### src/rtl/pipe_flow_ctrl_if.sv
// Pipeline control bundle between the flow controller and the datapath.
// The master side is the controller: it receives stall/jump/halt requests
// and drives hold/flush/redirect controls. The slave side is the datapath.
// Optional macro PIPE_FLOW_CTRL_PERF_CNT_EN adds the performance counter outputs.
interface pipe_flow_ctrl_if #(
  parameter int ADDR_W = 32
);
  logic              id_stall_req_i;
  logic              ex_stall_req_i;
  logic              mem_stall_req_i;
  logic              ex_jump_req_i;
  logic [ADDR_W-1:0] ex_jump_addr_i;
  logic              halt_req_i;
  logic              pc_hold_o;
  logic              pc_redirect_o;
  logic [ADDR_W-1:0] pc_redirect_addr_o;
  logic              if_id_hold_o;
  logic              id_ex_hold_o;
  logic              ex_mem_hold_o;
  logic              if_id_flush_o;
  logic              id_ex_flush_o;
  logic              ex_mem_flush_o;
  logic              mem_wb_flush_o;
  logic              halted_o;
`ifdef PIPE_FLOW_CTRL_PERF_CNT_EN
  logic [31:0]       stall_cycles_o;
  logic [31:0]       redirect_cnt_o;
`endif

  modport master (
    input  id_stall_req_i, ex_stall_req_i, mem_stall_req_i,
           ex_jump_req_i, ex_jump_addr_i, halt_req_i,
    output pc_hold_o, pc_redirect_o, pc_redirect_addr_o,
           if_id_hold_o, id_ex_hold_o, ex_mem_hold_o,
           if_id_flush_o, id_ex_flush_o, ex_mem_flush_o, mem_wb_flush_o,
           halted_o
`ifdef PIPE_FLOW_CTRL_PERF_CNT_EN
          , stall_cycles_o, redirect_cnt_o
`endif
  );

  modport slave (
    output id_stall_req_i, ex_stall_req_i, mem_stall_req_i,
           ex_jump_req_i, ex_jump_addr_i, halt_req_i,
    input  pc_hold_o, pc_redirect_o, pc_redirect_addr_o,
           if_id_hold_o, id_ex_hold_o, ex_mem_hold_o,
           if_id_flush_o, id_ex_flush_o, ex_mem_flush_o, mem_wb_flush_o,
           halted_o
`ifdef PIPE_FLOW_CTRL_PERF_CNT_EN
          , stall_cycles_o, redirect_cnt_o
`endif
  );
endinterface

### src/rtl/pipe_flow_ctrl.sv
// Central hold/flush/redirect controller for the 5-stage pipeline.
// Resolves stall priority (MEM > EX > ID), defers jumps that arrive while
// the EX instruction is frozen, and runs the debug halt/drain sequence.
// Optional macro PIPE_FLOW_CTRL_PERF_CNT_EN adds stall and redirect counters.
module pipe_flow_ctrl #(
  parameter int ADDR_W       = 32,
  parameter int DRAIN_CYCLES = 4
) (
  input  logic             clk,
  input  logic             rst_n,
  pipe_flow_ctrl_if.master ctrl_if
);

  localparam int CNT_W = (DRAIN_CYCLES > 1) ? $clog2(DRAIN_CYCLES) : 1;
  localparam logic [CNT_W-1:0] CntLast = CNT_W'(DRAIN_CYCLES - 1);

  typedef enum logic [1:0] {
    RUN    = 2'd0,
    PEND   = 2'd1,
    DRAIN  = 2'd2,
    HALTED = 2'd3
  } state_t;

  state_t            state_q, state_d;
  logic [ADDR_W-1:0] pend_addr_q, pend_addr_d;
  logic [CNT_W-1:0]  drain_cnt_q, drain_cnt_d;
  logic              halted_q, halted_d;

  logic              pcHold, pcRedirect;
  logic [ADDR_W-1:0] redirAddr;
  logic              ifIdHold, idExHold, exMemHold;
  logic              ifIdFlush, idExFlush, exMemFlush, memWbFlush;
  logic              exFrozen;

  assign exFrozen = ctrl_if.mem_stall_req_i | ctrl_if.ex_stall_req_i;

  // State, pending jump target, drain counter and halted flag
  always_ff @(posedge clk or negedge rst_n) begin
    if (!rst_n) begin
      state_q     <= RUN;
      pend_addr_q <= '0;
      drain_cnt_q <= '0;
      halted_q    <= 1'b0;
    end else begin
      state_q     <= state_d;
      pend_addr_q <= pend_addr_d;
      drain_cnt_q <= drain_cnt_d;
      halted_q    <= halted_d;
    end
  end

  // Stall pattern first, then state-specific redirect/drain overrides
  always_comb begin
    state_d     = state_q;
    pend_addr_d = pend_addr_q;
    drain_cnt_d = drain_cnt_q;
    halted_d    = halted_q;
    pcHold      = 1'b0;
    pcRedirect  = 1'b0;
    redirAddr   = '0;
    ifIdHold    = 1'b0;
    idExHold    = 1'b0;
    exMemHold   = 1'b0;
    ifIdFlush   = 1'b0;
    idExFlush   = 1'b0;
    exMemFlush  = 1'b0;
    memWbFlush  = 1'b0;

    if (ctrl_if.mem_stall_req_i) begin
      pcHold     = 1'b1;
      ifIdHold   = 1'b1;
      idExHold   = 1'b1;
      exMemHold  = 1'b1;
      memWbFlush = 1'b1;
    end else if (ctrl_if.ex_stall_req_i) begin
      pcHold     = 1'b1;
      ifIdHold   = 1'b1;
      idExHold   = 1'b1;
      exMemFlush = 1'b1;
    end else if (ctrl_if.id_stall_req_i) begin
      pcHold     = 1'b1;
      ifIdHold   = 1'b1;
      idExFlush  = 1'b1;
    end

    case (state_q)
      RUN: begin
        if (ctrl_if.ex_jump_req_i && exFrozen) begin
          pend_addr_d = ctrl_if.ex_jump_addr_i;
          state_d     = PEND;
        end else begin
          if (ctrl_if.ex_jump_req_i) begin
            pcRedirect = 1'b1;
            redirAddr  = ctrl_if.ex_jump_addr_i;
            pcHold     = 1'b0;
            ifIdHold   = 1'b0;
            ifIdFlush  = 1'b1;
            idExFlush  = 1'b1;
          end
          if (ctrl_if.halt_req_i) begin
            state_d = DRAIN;
          end
        end
      end
      PEND: begin
        if (!exFrozen) begin
          pcRedirect = 1'b1;
          redirAddr  = pend_addr_q;
          pcHold     = 1'b0;
          ifIdHold   = 1'b0;
          ifIdFlush  = 1'b1;
          idExFlush  = 1'b1;
          state_d    = ctrl_if.halt_req_i ? DRAIN : RUN;
        end
      end
      DRAIN: begin
        if (ctrl_if.ex_jump_req_i && !exFrozen) begin
          pcRedirect = 1'b1;
          redirAddr  = ctrl_if.ex_jump_addr_i;
          idExFlush  = 1'b1;
        end
        pcHold    = 1'b1;
        ifIdFlush = 1'b1;
        if (!ctrl_if.halt_req_i) begin
          state_d     = RUN;
          drain_cnt_d = '0;
        end else if (!exFrozen) begin
          if (drain_cnt_q == CntLast) begin
            state_d  = HALTED;
            halted_d = 1'b1;
          end else begin
            drain_cnt_d = drain_cnt_q + 1'b1;
          end
        end
      end
      HALTED: begin
        pcHold    = 1'b1;
        ifIdFlush = 1'b1;
        if (!ctrl_if.halt_req_i) begin
          state_d     = RUN;
          halted_d    = 1'b0;
          drain_cnt_d = '0;
        end
      end
      default: state_d = RUN;
    endcase
  end

  assign ctrl_if.pc_hold_o          = pcHold;
  assign ctrl_if.pc_redirect_o      = pcRedirect;
  assign ctrl_if.pc_redirect_addr_o = redirAddr;
  assign ctrl_if.if_id_hold_o       = ifIdHold & ~ifIdFlush;
  assign ctrl_if.id_ex_hold_o       = idExHold & ~idExFlush;
  assign ctrl_if.ex_mem_hold_o      = exMemHold & ~exMemFlush;
  assign ctrl_if.if_id_flush_o      = ifIdFlush;
  assign ctrl_if.id_ex_flush_o      = idExFlush;
  assign ctrl_if.ex_mem_flush_o     = exMemFlush;
  assign ctrl_if.mem_wb_flush_o     = memWbFlush;
  assign ctrl_if.halted_o           = halted_q;

`ifdef PIPE_FLOW_CTRL_PERF_CNT_EN
  logic [31:0] stall_cycles_q, redirect_cnt_q;

  // Count frozen-PC cycles outside the halt sequence, and every redirect
  always_ff @(posedge clk or negedge rst_n) begin
    if (!rst_n) begin
      stall_cycles_q <= '0;
      redirect_cnt_q <= '0;
    end else begin
      if (pcHold && (state_q == RUN || state_q == PEND)) begin
        stall_cycles_q <= stall_cycles_q + 32'd1;
      end
      if (pcRedirect) begin
        redirect_cnt_q <= redirect_cnt_q + 32'd1;
      end
    end
  end

  assign ctrl_if.stall_cycles_o = stall_cycles_q;
  assign ctrl_if.redirect_cnt_o = redirect_cnt_q;
`endif

endmodule

### src/flat_wrapper.sv
// flat-port wrapper written by rule: the top's interface ports become plain ports
module pipe_flow_ctrl_flat 
#(
  parameter int ADDR_W       = 32,
  parameter int DRAIN_CYCLES = 4
)
  (clk, rst_n, ctrl_if_id_stall_req_i, ctrl_if_ex_stall_req_i, ctrl_if_mem_stall_req_i, ctrl_if_ex_jump_req_i, ctrl_if_ex_jump_addr_i, ctrl_if_halt_req_i, ctrl_if_pc_hold_o, ctrl_if_pc_redirect_o, ctrl_if_pc_redirect_addr_o, ctrl_if_if_id_hold_o, ctrl_if_id_ex_hold_o, ctrl_if_ex_mem_hold_o, ctrl_if_if_id_flush_o, ctrl_if_id_ex_flush_o, ctrl_if_ex_mem_flush_o, ctrl_if_mem_wb_flush_o, ctrl_if_halted_o);
  pipe_flow_ctrl_if #(.ADDR_W(ADDR_W)) ctrl_if_i ();
  input  logic clk;
  input  logic rst_n;
  input wire logic [$bits(ctrl_if_i.id_stall_req_i)-1:0] ctrl_if_id_stall_req_i;
  input wire logic [$bits(ctrl_if_i.ex_stall_req_i)-1:0] ctrl_if_ex_stall_req_i;
  input wire logic [$bits(ctrl_if_i.mem_stall_req_i)-1:0] ctrl_if_mem_stall_req_i;
  input wire logic [$bits(ctrl_if_i.ex_jump_req_i)-1:0] ctrl_if_ex_jump_req_i;
  input wire logic [$bits(ctrl_if_i.ex_jump_addr_i)-1:0] ctrl_if_ex_jump_addr_i;
  input wire logic [$bits(ctrl_if_i.halt_req_i)-1:0] ctrl_if_halt_req_i;
  output wire logic [$bits(ctrl_if_i.pc_hold_o)-1:0] ctrl_if_pc_hold_o;
  output wire logic [$bits(ctrl_if_i.pc_redirect_o)-1:0] ctrl_if_pc_redirect_o;
  output wire logic [$bits(ctrl_if_i.pc_redirect_addr_o)-1:0] ctrl_if_pc_redirect_addr_o;
  output wire logic [$bits(ctrl_if_i.if_id_hold_o)-1:0] ctrl_if_if_id_hold_o;
  output wire logic [$bits(ctrl_if_i.id_ex_hold_o)-1:0] ctrl_if_id_ex_hold_o;
  output wire logic [$bits(ctrl_if_i.ex_mem_hold_o)-1:0] ctrl_if_ex_mem_hold_o;
  output wire logic [$bits(ctrl_if_i.if_id_flush_o)-1:0] ctrl_if_if_id_flush_o;
  output wire logic [$bits(ctrl_if_i.id_ex_flush_o)-1:0] ctrl_if_id_ex_flush_o;
  output wire logic [$bits(ctrl_if_i.ex_mem_flush_o)-1:0] ctrl_if_ex_mem_flush_o;
  output wire logic [$bits(ctrl_if_i.mem_wb_flush_o)-1:0] ctrl_if_mem_wb_flush_o;
  output wire logic [$bits(ctrl_if_i.halted_o)-1:0] ctrl_if_halted_o;
  assign ctrl_if_i.id_stall_req_i = ctrl_if_id_stall_req_i;
  assign ctrl_if_i.ex_stall_req_i = ctrl_if_ex_stall_req_i;
  assign ctrl_if_i.mem_stall_req_i = ctrl_if_mem_stall_req_i;
  assign ctrl_if_i.ex_jump_req_i = ctrl_if_ex_jump_req_i;
  assign ctrl_if_i.ex_jump_addr_i = ctrl_if_ex_jump_addr_i;
  assign ctrl_if_i.halt_req_i = ctrl_if_halt_req_i;
  assign ctrl_if_pc_hold_o = ctrl_if_i.pc_hold_o;
  assign ctrl_if_pc_redirect_o = ctrl_if_i.pc_redirect_o;
  assign ctrl_if_pc_redirect_addr_o = ctrl_if_i.pc_redirect_addr_o;
  assign ctrl_if_if_id_hold_o = ctrl_if_i.if_id_hold_o;
  assign ctrl_if_id_ex_hold_o = ctrl_if_i.id_ex_hold_o;
  assign ctrl_if_ex_mem_hold_o = ctrl_if_i.ex_mem_hold_o;
  assign ctrl_if_if_id_flush_o = ctrl_if_i.if_id_flush_o;
  assign ctrl_if_id_ex_flush_o = ctrl_if_i.id_ex_flush_o;
  assign ctrl_if_ex_mem_flush_o = ctrl_if_i.ex_mem_flush_o;
  assign ctrl_if_mem_wb_flush_o = ctrl_if_i.mem_wb_flush_o;
  assign ctrl_if_halted_o = ctrl_if_i.halted_o;
  pipe_flow_ctrl #(.ADDR_W(ADDR_W), .DRAIN_CYCLES(DRAIN_CYCLES)) u_core (.clk(clk), .rst_n(rst_n), .ctrl_if(ctrl_if_i));
endmodule
### config.mk
export PLATFORM = sky130hd
export DESIGN_NAME = pipe_flow_ctrl_flat
export DESIGN_NICKNAME = d
export VERILOG_FILES = /design/src/rtl/pipe_flow_ctrl_if.sv /design/src/rtl/pipe_flow_ctrl.sv /design/src/flat_wrapper.sv
export SDC_FILE = /design/constraint.sdc
export NUM_CORES = 1
export LEC_CHECK = 0
export BUFFER_PORTS_ARGS = -buffer_cell sky130_fd_sc_hd__buf_2
export CAP_MARGIN = 20
export CELL_PAD_IN_SITES_DETAIL_PLACEMENT = 1
export CELL_PAD_IN_SITES_GLOBAL_PLACEMENT = 2
export CORE_ASPECT_RATIO = 0.7
export CORE_UTILIZATION = 30
export DETAILED_ROUTE_END_ITERATION = 12
export PLACE_DENSITY = 0.82
export SYNTH_ARGS = -nofsm -noshare
export SYNTH_HDL_FRONTEND = slang
export SYNTH_SLANG_ARGS = --single-unit
### constraint.sdc
create_clock -name clk -period 1.8 [get_ports clk]
set_input_delay 0.36 -clock clk [delete_from_list [all_inputs] [get_ports clk]]
set_output_delay 0.36 -clock clk [all_outputs]
set_load 0.02 [all_outputs]
# Word-level counts from Yosys, hierarchy flattened
# Index checks and enable logic that the tools add are counted.
[word_totals]
output_inout_bits = 42
elab_cells = 83
register_bits = 37
inputBits = 39
[op_classes]
addsub = 1
n_reduce_logical = 10
bitwise_logic = 7
muxes = 48
eq_ne = 13
[op_table]
columns = ["cell", "count"]
rows = [
  ["2-to-1 mux 32 bit", 4],
  ["one-hot mux 32 bit (3 select lines)", 1],
  ["2-to-1 mux 1 bit", 24],
  ["2-to-1 mux 2 bit", 11],
  ["one-hot mux 1 bit (3 select lines)", 4],
  ["AND reduction 5 bit", 2],
  ["!= test 2 bit (second input constant)", 4],
  ["one-hot mux 2 bit (4 select lines)", 1],
  ["== test 2 bit (second input constant)", 3],
  ["!= test 3 x 2 -> 1 bit (second input constant)", 2],
  ["!= test 3 bit (second input constant)", 2],
  ["one-hot mux 1 bit (2 select lines)", 2],
  ["one-hot mux 2 bit (2 select lines)", 1],
  ["AND reduction 4 bit", 1],
  ["AND 1 bit", 3],
  ["NOT 1 bit", 3],
  ["adder 2 x 1 -> 2 bit (second input constant)", 1],
  ["== test 2 x 1 -> 1 bit (second input constant)", 1],
  ["logical AND 1 bit", 2],
  ["zero test 2 bit", 1],
  ["!= test 2 x 1 -> 1 bit (second input constant)", 1],
  ["AND reduction 2 bit", 1],
  ["nonzero test 2 bit", 1],
  ["OR reduction 2 bit", 1],
  ["other kinds (2)", 2],
]

# Logic depth before layout (Yosys ltp)
[depth]
ltp_word = 8
mapped_depth = 6
mapped_depth_nobuf = 4

# Least setup slack after synthesis
# No wires, ideal clock.
[synth_path]
path_kind = "input port to output port"
startpoint = "in ctrl_if_ex_stall_req_i"
endpoint = "out ctrl_if_pc_redirect_addr_o[0]"
t_required_ps = 1440
n_path_buf = 1
path_stages = 5
slack_ps = -31
t_arrival_ps = 1471
path_cell_list = "nor2_2 inv_1 nor2_1 buf_2 a22o_1"
[synth_between]
elab_chain_cells = 5
word_cells_on_any_way = 8
cone_classes = "mux: 4; bitwise: 1; reduce/logical: 3"
[synth_rtl]
columns = ["item", "line_no", "rtl"]
rows = [
  ["start, declared", "flat_wrapper.sv:12", "input wire logic [$bits(ctrl_if_i.ex_stall_req_i)-1:0] ctrl_if_ex_stall_req_i;"],
  ["bitwise OR 1 bit *", "pipe_flow_ctrl.sv:35", "assign exFrozen = ctrl_if.mem_stall_req_i | ctrl_if.ex_stall_req_i;"],
  ["zero test 1 bit", "-", ""],
  ["logical AND 1 bit", "pipe_flow_ctrl.sv:117", "if (ctrl_if.ex_jump_req_i && !exFrozen) begin"],
  ["2-to-1 mux 32 bit", "pipe_flow_ctrl.sv:117", ""],
  ["one-hot mux 32 bit (3 select lines) *", "pipe_flow_ctrl.sv:86", "case (state_q)"],
  ["end, declared", "flat_wrapper.sv:19", "output wire logic [$bits(ctrl_if_i.pc_redirect_addr_o)-1:0] ctrl_if_pc_redirect_addr_o;"],
]
# Every way passes the cells marked *; elsewhere a longest branch is shown, timed or not.

# Worst setup path after layout
[layout_path]
startpoint = "reg u_core.state_q[1]"
endpoint = "out ctrl_if_pc_redirect_addr_o[11]"
[layout_between]
elab_chain_cells = 2
word_cells_on_any_way = 4
cone_classes = "eq/ne: 2; mux: 1; reduce/logical: 1"
[layout_rtl]
columns = ["item", "line_no", "rtl"]
rows = [
  ["start, declared", "pipe_flow_ctrl.sv:24", "state_t state_q, state_d;"],
  ["start signal, assigned", "pipe_flow_ctrl.sv:45", "state_q <= state_d;"],
  ["== test 2 bit, or another cell as far along", "pipe_flow_ctrl.sv:86", ""],
  ["one-hot mux 32 bit (3 select lines) *", "pipe_flow_ctrl.sv:86", ""],
]
# Marks and branches as above.

==> impl_metrics.toml <==
[worst_setup_path]
crit_arrival_ns = 1.49
r2r-end = "u_core.pend_addr_q[20]"
cp-end-kind = "output port"
r2r-start = "u_core.state_q[0]"
crit_path_start_kind = "register"
ff2ff_path_depth = 4
critPathBufInv = 3
path_cells = "inv_2, and3_4, clkbuf_16, a22o_1, buf_6"
cp_top_family = "flip-flops"
slowest_delay_ns = 0.40
required_ns = 1.44
cp_slowest_cell = "dfrtp_1"
worstSetupStartpoint = "u_core.state_q[1]"
r2r_slack_ns = 0.09
crit_type = "reg2out"
worst-path-max-fanout = 13

[cts]
clkTransAtPathRegs_ns = 0.08
cts_tree = "built"
clock_sinks = 37
numCtsBuffers = 5
cts_buffer_depth = 2
ctsHoldBuffers = 0
h-tree-depth = 2
worstSkewPairLatency_ns = 0.29
clockRootBuffer = "clkbuf_8"

[timing]
skew_ns = 0.00537
finalSetupViolations = 31
hold_violations = 0
slew_headroom_pct = 82.0
min_period_over_period_pct = 103
fin_setup_tns_ns = -0.944
min_period_ns = 1.85
max_freq_ghz = 0.540
worst_pin_slew_ns = 0.270
grt_setup_unrepaired = "yes"
slew_viol_final = 0
setup_slack_ns = -0.0507

[synth]
syn_inst = 149
syn-num-nets = 189
ys_ff_latch = 37
synthDistinctLibCells = 30
synth_edf_count = 0
postSynth.asyncResetShare_pct = 100
seq_area_frac_synth_pct = 46.1
syn-cell-area_sq_um = 2010
synthFlopType = "dfrtp_1"
yosys_warnings = 0
avgSynthCellArea_sq_um = 13.5

[power]
cellPowerDensity_nw_per_um2 = 1020
irDropWorstVdd_mv = 0.347
leakage_nw = 1.45

[final_layout]
final_util_pct = 46.3
final_cells = 328
drive_above_1_share_pct = 62.4
layout_commonest_cell = "buf_2"
area_growth_pct = 46.1
antenna_cells = 0
final_cell_mix = "buf_2, dfrtp_1, a22o_1"
fin_nets = 276

[outcome]
status = "finished, violations left"
violations = "negative setup slack"

[routing]
first_pass_iters = 4
ant_nets = 0
drt_iter0_drc = 38
routedWlPerCell_um = 16.6
via_count = 1584
drc = 0
viasPerCell = 4.83
routed_wl_um = 5430

[floorplan]
io_pins = 81
initial_utilization_pct = 31.7
fp-row-count = 24
die_h_um = 70.5
dieArea_sq_um = 7030
die_w_um = 99.8
coreArea_sq_um = 6340

[global_routing]
overflow = 0
antenna_found_initial = 0
grt_pass1_vias = 1684
grt_start_max_net_pins = 38
grt_pass1_wl_um = 8740
grt.total_usage_pct = 16.0

[placed_design]
gp_congestion = 0.722
dp.cells = 317
numPortBuffers = 80
dpl.hpwl_um = 3670

[run]
maxCapViolCount = 0

[hold_path]
hold_class = "in2async"
[worst max-delay path by stage]
| stage | to | slack (ns) | cells after the start |
|---|---|---|---|
| 4_1_cts | ctrl_if_pc_redirect_o | -0.09 | 4 |
| 3_3_place_gp | ctrl_if_pc_redirect_addr_o[9] | 0.005 | 6 |
| 5_1_grt | ctrl_if_pc_redirect_addr_o[5] | -0.12 | 5 |
| 6_report | ctrl_if_pc_redirect_addr_o[11] | -0.05 | 5 |
| 2_1_floorplan | ctrl_if_pc_redirect_addr_o[0] | 0.03 | 5 |
| 3_5_place_dp | ctrl_if_pc_redirect_addr_o[9] | -0.03 | 6 |
[per-stage QoR]
stage	instance area, sq um	setup slack (ns)	hold slack, ns	total power (W)
floorplan	2010	0.0272	0.0644	0.00189
global placement	2540	0.00497	0.349	0.00212
detailed placement	2540	-0.0281	0.352	0.00216
CTS	2800	-0.0937	0.0381	0.00296
global route	2940	-0.115	0.0428	0.00316
finish	2940	-0.0507	0.0337	0.00298
[power breakdown]
part | internal, W | switching, W
clock | 0.000415 | 0.000316
combinational | 0.000596 | 0.000394
sequential | 0.00109 | 0.000165
[state kept, by name, indices dropped and copies added, names as in the netlist]
| register | flops |
|---|---|
| u_core.ctrl_if.halted_o | 1 |
| u_core.drain_cnt_q | 2 |
| u_core.pend_addr_q | 32 |
| u_core.state_q | 2 |
[what timing repair did]
action                     CTS  global route
pin swaps                    1             3
setup endpoints to repair   36            37
setup buffers                0             1
gates resized for setup     48            23
cloned                       0             2
[cell families (layout without fill, tap and decap cells)]
| logic type | Yosys count | after routing | synth area share [%] |
|---|---|---|---|
| AOI/OAI and AO/OA | 44 | 44 | 17.8 |
| DFF | 37 | 37 | 46.1 |
| muxes | 32 | 32 | 23.5 |
| and+or+nand+nor | 18 | 18 | 5.36 |
| buffers and inverters | 17 | 105 | 6.60 |
| adders and majority gates | 1 | 1 | 0.623 |
[area by class of cell]
cell class,instances,area (sq um)
clock buffers,5,68.8
fillers,679,3400
multi-input cells,95,991
inverters,3,11.3
repair buffers,94,778
flip-flops and latches,37,926
clock inverters,3,46.3
well taps,91,114
[synth_stat cells (2+ instances only)]
cell	count	area, sq um
inv_1	3	11.3
nand2_1	3	11.3
clkbuf_1	2	7.51
o21ai_0	3	15.0
dfrtp_1	37	926
buf_2	7	35.0
mux2_4	30	450
mux2_2	2	22.5
buf_12	3	60.1
nand3_1	5	25.0
a22o_1	31	272
a21oi_1	4	20.0
nor2_1	2	7.51
[per-layer routing]
| layer | global-route usage [%] | vias to the layer above | share of wire (%) |
|---|---|---|---|
| met4 | 2.94 | 0 | 0.48 |
| met2 | 25.7 | 56 | 45 |
| met1 | 21.9 | 784 | 50 |
| li1 | - | 739 | - |
| met3 | 3.90 | 5 | 4.6 |
| met5 | 0 | - | 0 |
Power figures use the tool's default switching activity.
